## config.mk

```make
export PLATFORM = sky130hd
export DESIGN_NAME = lap_memory_reader_flat
export DESIGN_NICKNAME = d
export VERILOG_FILES = /design/src/rtl/lap_memory_reader_pkg.sv /design/src/rtl/lap_memory_reader_if.sv /design/src/rtl/lap_memory_reader.sv /design/src/flat_wrapper.sv
export SDC_FILE = /design/constraint.sdc
export NUM_CORES = 1
export LEC_CHECK = 0
export CAP_MARGIN = 10
export CORE_ASPECT_RATIO = 1.5
export CORE_MARGIN = 8
export CORE_UTILIZATION = 50
export CTS_CLUSTER_SIZE = 14
export DETAILED_ROUTE_END_ITERATION = 6
export PLACE_DENSITY = 0.77
export SLEW_MARGIN = 20
export SYNTH_ARGS = -nofsm -noshare
export SYNTH_HDL_FRONTEND = slang
export SYNTH_SLANG_ARGS = --single-unit
```

## constraint.sdc

```tcl
create_clock -name clk -period 3.1 [get_ports clk]
set_input_delay 0.775 -clock clk [delete_from_list [all_inputs] [get_ports clk]]
set_output_delay 0.775 -clock clk [all_outputs]
set_load 0.02 [all_outputs]
```

## src/rtl/lap_memory_reader_pkg.sv

```systemverilog
// Shared stopwatch definitions: lap memory geometry defaults and the
// readback FSM state encoding, common to writer, reader and memory.
package lap_memory_reader_pkg;

  localparam int DATA_W_DEF = 8;
  localparam int ADDR_W_DEF = 8;

  localparam logic [1:0] S_IDLE = 2'd0;
  localparam logic [1:0] S_REQ  = 2'd1;
  localparam logic [1:0] S_CAPT = 2'd2;
  localparam logic [1:0] S_HOLD = 2'd3;

  typedef enum logic [1:0] {
    IDLE = S_IDLE,
    REQ  = S_REQ,
    CAPT = S_CAPT,
    HOLD = S_HOLD
  } state_e;

  // Number of entries to read: the stored count, limited to the memory depth
  // so the read pointer can never wrap.
  function automatic int unsigned clamp_len(input int unsigned count,
                                            input int unsigned depth);
    return (count > depth) ? depth : count;
  endfunction

endpackage

```

## src/rtl/lap_memory_reader_if.sv

```systemverilog
// Bus bundle of the lap readback engine: memory read port plus the
// valid/ready output stream towards display / serial logic.
interface lap_memory_reader_if #(
  parameter int DATA_W = 8,
  parameter int ADDR_W = 8
);

  logic [ADDR_W-1:0] mem_addr;
  logic              mem_read;
  logic [DATA_W-1:0] mem_data_read;
  logic [DATA_W-1:0] out_data;
  logic              out_valid;
  logic              out_ready;

  // Reader side: drives the memory read port and the output stream.
  modport master (
    output mem_addr,
    output mem_read,
    input  mem_data_read,
    output out_data,
    output out_valid,
    input  out_ready
  );

  // Memory / downstream side.
  modport slave (
    input  mem_addr,
    input  mem_read,
    output mem_data_read,
    input  out_data,
    input  out_valid,
    output out_ready
  );

endinterface

```

## src/rtl/lap_memory_reader.sv

```systemverilog
// Lap memory readback engine: walks the lap memory from address 0 and
// presents each stored snapshot on a valid/ready stream. Read-only access.
module lap_memory_reader
  import lap_memory_reader_pkg::*;
#(
  parameter int DATA_W = DATA_W_DEF,
  parameter int ADDR_W = ADDR_W_DEF
) (
  input  logic                clk,
  input  logic                rst,
  input  logic                start_i,
  input  logic                stop_i,
  input  logic [ADDR_W:0]     entry_count_i,
  output logic                busy_o,
  output logic                done_o,
  output logic [ADDR_W:0]     read_count_o,
  lap_memory_reader_if.master bus
);

  localparam int          LEN_W = ADDR_W + 1;
  localparam int unsigned DEPTH = 1 << ADDR_W;

  state_e              state_q;
  logic [ADDR_W-1:0]   ptr_q;
  logic [LEN_W-1:0]    len_q;
  logic [LEN_W-1:0]    read_count_q;
  logic [ADDR_W-1:0]   mem_addr_q;
  logic                mem_read_q;
  logic [DATA_W-1:0]   out_data_q;
  logic                out_valid_q;
  logic                done_q;

  logic [LEN_W-1:0]    len_d;
  logic [LEN_W-1:0]    read_count_d;
  logic [ADDR_W-1:0]   ptr_d;

  // Candidate values used by the FSM: clamped length, next count, next address.
  always_comb begin
    len_d        = LEN_W'(clamp_len(32'(entry_count_i), DEPTH));
    read_count_d = read_count_q + 1'b1;
    ptr_d        = ptr_q + 1'b1;
  end

  // Readback FSM with registered outputs; stop overrides everything but reset.
  always_ff @(posedge clk or posedge rst) begin
    if (rst) begin
      state_q      <= IDLE;
      ptr_q        <= '0;
      len_q        <= '0;
      read_count_q <= '0;
      mem_addr_q   <= '0;
      mem_read_q   <= 1'b0;
      out_data_q   <= '0;
      out_valid_q  <= 1'b0;
      done_q       <= 1'b0;
    end else begin
      done_q <= 1'b0;
      if (stop_i) begin
        state_q     <= IDLE;
        mem_read_q  <= 1'b0;
        out_valid_q <= 1'b0;
      end else begin
        case (state_q)
          IDLE: begin
            if (start_i) begin
              len_q        <= len_d;
              ptr_q        <= '0;
              read_count_q <= '0;
              if (len_d == '0) begin
                // Empty memory: report completion without touching it.
                done_q <= 1'b1;
              end else begin
                state_q    <= REQ;
                mem_addr_q <= '0;
                mem_read_q <= 1'b1;
              end
            end
          end
          REQ: begin
            mem_read_q <= 1'b0;
            state_q    <= CAPT;
          end
          CAPT: begin
            out_data_q  <= bus.mem_data_read;
            out_valid_q <= 1'b1;
            state_q     <= HOLD;
          end
          HOLD: begin
            if (bus.out_ready) begin
              out_valid_q  <= 1'b0;
              read_count_q <= read_count_d;
              if (read_count_d == len_q) begin
                state_q <= IDLE;
                done_q  <= 1'b1;
              end else begin
                ptr_q      <= ptr_d;
                mem_addr_q <= ptr_d;
                mem_read_q <= 1'b1;
                state_q    <= REQ;
              end
            end
          end
          default: state_q <= IDLE;
        endcase
      end
    end
  end

  assign bus.mem_addr  = mem_addr_q;
  assign bus.mem_read  = mem_read_q;
  assign bus.out_data  = out_data_q;
  assign bus.out_valid = out_valid_q;
  assign busy_o        = (state_q != IDLE);
  assign done_o        = done_q;
  assign read_count_o  = read_count_q;

endmodule

```

## src/flat_wrapper.sv

```systemverilog
// flat-port wrapper written by rule: the top's interface ports become plain ports
module lap_memory_reader_flat import lap_memory_reader_pkg::*;
#(
  parameter int DATA_W = DATA_W_DEF,
  parameter int ADDR_W = ADDR_W_DEF
)
  (clk, rst, start_i, stop_i, entry_count_i, busy_o, done_o, read_count_o, bus_mem_addr, bus_mem_read, bus_mem_data_read, bus_out_data, bus_out_valid, bus_out_ready);
  lap_memory_reader_if #(.DATA_W(DATA_W), .ADDR_W(ADDR_W)) bus_i ();
  input  logic clk;
  input  logic rst;
  input  logic start_i;
  input  logic stop_i;
  input  logic [ADDR_W:0] entry_count_i;
  output logic busy_o;
  output logic done_o;
  output logic [ADDR_W:0] read_count_o;
  output wire logic [$bits(bus_i.mem_addr)-1:0] bus_mem_addr;
  output wire logic [$bits(bus_i.mem_read)-1:0] bus_mem_read;
  input wire logic [$bits(bus_i.mem_data_read)-1:0] bus_mem_data_read;
  output wire logic [$bits(bus_i.out_data)-1:0] bus_out_data;
  output wire logic [$bits(bus_i.out_valid)-1:0] bus_out_valid;
  input wire logic [$bits(bus_i.out_ready)-1:0] bus_out_ready;
  assign bus_mem_addr = bus_i.mem_addr;
  assign bus_mem_read = bus_i.mem_read;
  assign bus_i.mem_data_read = bus_mem_data_read;
  assign bus_out_data = bus_i.out_data;
  assign bus_out_valid = bus_i.out_valid;
  assign bus_i.out_ready = bus_out_ready;
  lap_memory_reader #(.DATA_W(DATA_W), .ADDR_W(ADDR_W)) u_core (.clk(clk), .rst(rst), .start_i(start_i), .stop_i(stop_i), .entry_count_i(entry_count_i), .busy_o(busy_o), .done_o(done_o), .read_count_o(read_count_o), .bus(bus_i));
endmodule
```

## Word level (Yosys, flattened, before mapping)

Cells that the tools add are included.
Widths: inputs -> output; s select.

| cells by class | value |
|---|---|
| muxes and demuxes | 32 |
| add/sub/neg operators | 2 |
| eq/ne operators | 12 |
| reduce and logical (&&, ||, !) cells | 14 |
| magnitude comparators | 1 |
| bitwise logic cells | 1 |

Operator list:

| cell | number |
|---|---|
| $mux 8 | 5 |
| $pmux 8 s2 | 2 |
| $mux 9 | 3 |
| $pmux 9 s2 | 1 |
| $mux 1 | 13 |
| $ne 3x3->1 const B | 4 |
| $reduce_and 5->1 | 2 |
| $add 9x1->9 const B | 1 |
| $eq 9x9->1 | 1 |
| $gt 9x9->1 const B | 1 |
| $logic_not 9->1 | 1 |
| $add 8x1->8 const B | 1 |
| $mux 2 | 4 |
| $ne 2x2->1 const B | 4 |
| $pmux 2 s4 | 1 |
| $reduce_and 3->1 | 2 |
| $reduce_and 6->1 | 1 |
| $eq 2x2->1 const B | 2 |
| $pmux 1 s2 | 2 |
| $reduce_and 2->1 | 2 |
| $reduce_and 4->1 | 1 |
| $reduce_bool 2->1 | 2 |
| $reduce_bool 4->1 | 1 |
| $pmux 1 s3 | 1 |
| other kinds (4) | 4 |

| storage, ports and cells | value |
|---|---|
| flip-flop bits (word level) | 47 |
| input bits | 22 |
| logic and storage cells | 71 |
| output and inout port bits | 29 |

## Longest topological paths before layout

| depth | value |
|---|---|
| depth after elaboration | 7 |
| gate-level depth with buffers | 9 |
| mapped depth without buffers | 8 |

## Worst setup path after synthesis

No wires, ideal clock.

| path | value |
|---|---|
| path type | flip-flop to flip-flop |
| from | register u_core.read_count_q[1], in the netlist u_core.read_count_o[1] |
| to | register u_core.mem_addr_q[0], in the netlist u_core.bus.mem_addr[0] |
| path buffers | 1 |
| setup time | 125 ps |
| arrival | 2553 ps |
| clock period less this slack | 2677 ps |
| setup slack | 423 ps |
| stages on the path, launching flop included | 9 |
| required time | 2975 ps |
| cells stage by stage | dfrtp_1 -> ha_1 -> buf_6 -> xor3_1 -> or3_1 -> a21oi_2 -> o2111ai_4 -> o21ai_4 -> mux2_2 |

| on the way | value |
|---|---|
| cells in the longest elaborated chain, start to end | 4 |

RTL lines:

| element | line | source |
|---|---|---|
| start, declared | lap_memory_reader.sv:26 | `logic [LEN_W-1:0] read_count_q;` |
| start signal, assigned | lap_memory_reader.sv:91 | `read_count_q <= read_count_d;` |
| $add 9x1->9 | lap_memory_reader.sv:40 | `read_count_d = read_count_q + 1'b1;` |
| $eq 9x9->1 | lap_memory_reader.sv:92 | `if (read_count_d == len_q) begin` |
| $ne 2x2->1 (no source line) | - |  |
| $reduce_and 6->1 (no source line) | - |  |
| end signal, assigned | lap_memory_reader.sv:97 | `mem_addr_q <= ptr_d;` |
| end, declared | lap_memory_reader.sv:27 | `logic [ADDR_W-1:0] mem_addr_q;` |

No other way between the ends.
A chain may end at the register's enable or synchronous reset.

## Worst setup path in the final report

| path | value |
|---|---|
| from | register u_core.read_count_q[1], in the netlist u_core.read_count_o[1] |
| to | register u_core.mem_addr_q[3], in the netlist u_core.bus.mem_addr[3] |

Same word-level chain as after synthesis.

==> impl_metrics.json <==
{
  "min_period_over_period_pct": 91.2,
  "worst_r2r_path_depth": 7,
  "synth_area_leader_cell": "dfrtp_1",
  "synth.avg_cell_area_um2": 10.3,
  "setup_slack_ns": 0.273,
  "synthCells": 255,
  "gr-usage-met3_pct": 4.50,
  "drtPass1Iterations": 4,
  "vias_per_cell": 5.38,
  "maxCapViolCount": 0,
  "nets": 336,
  "max_slew_margin_pct": 62.8,
  "cts_tree": "done",
  "rsz0062_at_grt": "no",
  "synth_area_leaders": "dfrtp_1 (45%), mux2_2 (10%), nand2_1 (3.6%)",
  "slew_viol_final": 0,
  "drive_above_1_share_pct": 16.9,
  "power.density_mw_per_mm2": 722,
  "clkSlewWorstSetupHoldPaths_ns": 0.09,
  "die_area_mm2": 0.00788,
  "clk_latency_ns": 0.30,
  "drc": 0,
  "dp_cells": 368,
  "yosysSeqAreaShare_pct": 44.8,
  "synth_area_mm2": 0.00263,
  "hold_viol": 0,
  "portBuffers": 50,
  "antenna_found_initial": 0,
  "synthTopCellsByCount": "dfrtp_1 (47), nand2_1 (25), mux2_2 (24)",
  "num_antenna_cells": 0,
  "cts_resized": 0,
  "placementRows": 32,
  "synth_edf_count": 0,
  "min_period_ns": 2.83,
  "start_util_pct": 51.2,
  "fin_skew_ns": 0.00877,
  "fin_area_mm2": 0.00334,
  "dp_hpwl_um": 4320,
  "synth_nets": 284,
  "tightest_slew_ns": 0.553,
  "pre_cts_ws_ns": 0.0187,
  "fmax_ghz": 0.354,
  "end_kind": "register",
  "fin_tns_setup_ns": 0,
  "rr_endpoint": "u_core.bus.mem_addr[3]",
  "place.gp.congestion": 0.843,
  "gr-max-usage-layer": "met2",
  "cts_max_level": 2,
  "drt_iter0_drc": 109,
  "vias": 2022,
  "outcome": "complete, no violations",
  "startpoint": "u_core.read_count_o[1]",
  "cts.path.max_buffers": 2,
  "areaGrowthSynthToFinish_pct": 27.3,
  "start_kind": "register",
  "synth_ff_type": "dfrtp_1",
  "crit_path_max_fanout": 9,
  "ys_seq_elements": 47,
  "grt_pass1_wl_um": 9760,
  "critPathKind": "register to register",
  "holdCritPathClass": "register to register",
  "yosysWarnings": 0,
  "worstPathRequired_ns": 3.30,
  "die_y_um": 105,
  "first_global_vias": 2136,
  "ys_async_sr_fraction_pct": 100,
  "p_leak_nw": 1.44,
  "coreArea_mm2": 0.00512,
  "r2r_start": "u_core.read_count_o[1]",
  "grt_max_degree": 27,
  "cts_setup_buffers": 0,
  "cts_buffers": 5,
  "antenna_left": 0,
  "ir_drop_v": 0.000558,
  "synth_cell_type_count": 46,
  "rrSetupSlack_ns": 0.27,
  "final_cells": 376,
  "globalRouteMet2Util_pct": 26.6,
  "die_x_um": 75.2,
  "grt_usage_pct": 15.5,
  "cts_hold_buf": 0,
  "wl_um": 5640,
  "cts_root_buffer": "clkbuf_8",
  "setup_viol": 0,
  "grt.overflow.total": 0,
  "crit_arrival_ns": 3.02,
  "cts.sink_count": 47,
  "wl_per_cell_um": 15.0,
  "nFillCells": 451,
  "met1_usage_pct": 17.1,
  "endpoint": "u_core.bus.mem_addr[3]",
  "ios": 51,
  "yosysMostFrequentCell": "dfrtp_1",
  "post_dp_cell_area_mm2": 0.00321,
  "yosysTopAreaCellShare_pct": 44.8
}
-- state kept, by name, indices dropped and copies added, names as in the netlist --
name and count:
u_core.read_count_o 9, u_core.bus.mem_addr 8, u_core.bus.mem_read 1, u_core.done_o 1, u_core.bus.out_data 8, u_core.state_q 2, u_core.len_q 9, u_core.bus.out_valid 1
u_core.ptr_q 8
-- power breakdown --
part | leakage (nW) | internal (mW) | switching, mW
combinational | 0.746 | 0.492 | 0.524
sequential | 0.629 | 0.753 | 0.117
clock | 0.0644 | 0.321 | 0.207
-- metal layers --
metal	vias to the layer above	wire length, um	share of wire [%]
met5	-	0	0
met4	0	89	1.6
met3	7	311	5.5
met2	38	3040	54
met1	980	2190	39
li1	997	-	-
-- metrics by stage --
step / power [mW] / utilization, % / hold slack (ns)
after global placement: 1.88 / 62.6 / 0.488
after floorplan: 1.52 / - / 0.469
after detailed placement: 1.90 / 62.6 / 0.491
after global routing: 2.57 / 65.2 / 0.538
final: 2.41 / 65.2 / 0.510
after CTS: 2.45 / 65.2 / 0.514
-- how the worst min path moves through the flow --
stage	startpoint	endpoint	slack (ns)	cells past startpoint
2_1_floorplan	u_core.len_q[1]	u_core.len_q[1]	0.47	2
3_3_place_gp	u_core.bus.out_data[7]	u_core.bus.out_data[7]	0.49	1
3_5_place_dp	u_core.bus.mem_addr[0]	u_core.bus.mem_addr[0]	0.49	1
4_1_cts	u_core.bus.mem_addr[6]	u_core.bus.mem_addr[6]	0.51	1
5_1_grt	u_core.bus.mem_addr[4]	u_core.bus.mem_addr[4]	0.54	1
6_report	u_core.bus.mem_addr[6]	u_core.bus.mem_addr[6]	0.51	1
-- layout by cell type (no fill, tap or decap), types with 7 or more instances in the layout --
cell             netlist  layout
nand3_1               12      12
nand2_1               25      25
a21oi_1                9       9
buf_4                  0      11
dfrtp_1               47      47
nor2_1                12      12
ha_1                   7       7
nand2b_1               8       8
clkdlybuf4s50_1        0      50
o21ai_0               16      16
xor2_1                 7       7
mux2_2                24      24
xnor2_1               10      10
-- area by class of cell --
type | instances | area (um2) | area share [%]
repair buffers | 61 | 583 | 17.4
well taps | 68 | 85.1 | 2.54
multi-input cells | 185 | 1340 | 40.0
inverters | 7 | 26.3 | 0.786
clock buffers | 5 | 68.8 | 2.06
flip-flops and latches | 47 | 1180 | 35.2
clock inverters | 3 | 67.6 | 2.02
-- logic make-up after synthesis --
| family | Yosys count | share of synthesized area, % |
|---|---|---|
| AND/OR/NAND/NOR | 88 | 17.2 |
| flip-flops | 47 | 44.8 |
| AO/OA/AOI/OAI | 46 | 12.8 |
| multiplexers | 26 | 11.1 |
| buffers and inverters | 23 | 4.33 |
| XOR/XNOR | 18 | 6.57 |
| adder cells (fa/ha/maj) | 7 | 3.33 |
-- critical path, cell delays in order, from the launching register on --
cell and delay (ns):
dfrtp_1 0.46, ha_1 0.33, xor3_1 0.43, or3_1 0.33
a21oi_2 0.19, o2111ai_4 0.23, o21ai_4 0.37, mux2_2 0.38
Note: power is estimated with default switching activity, not from simulation.
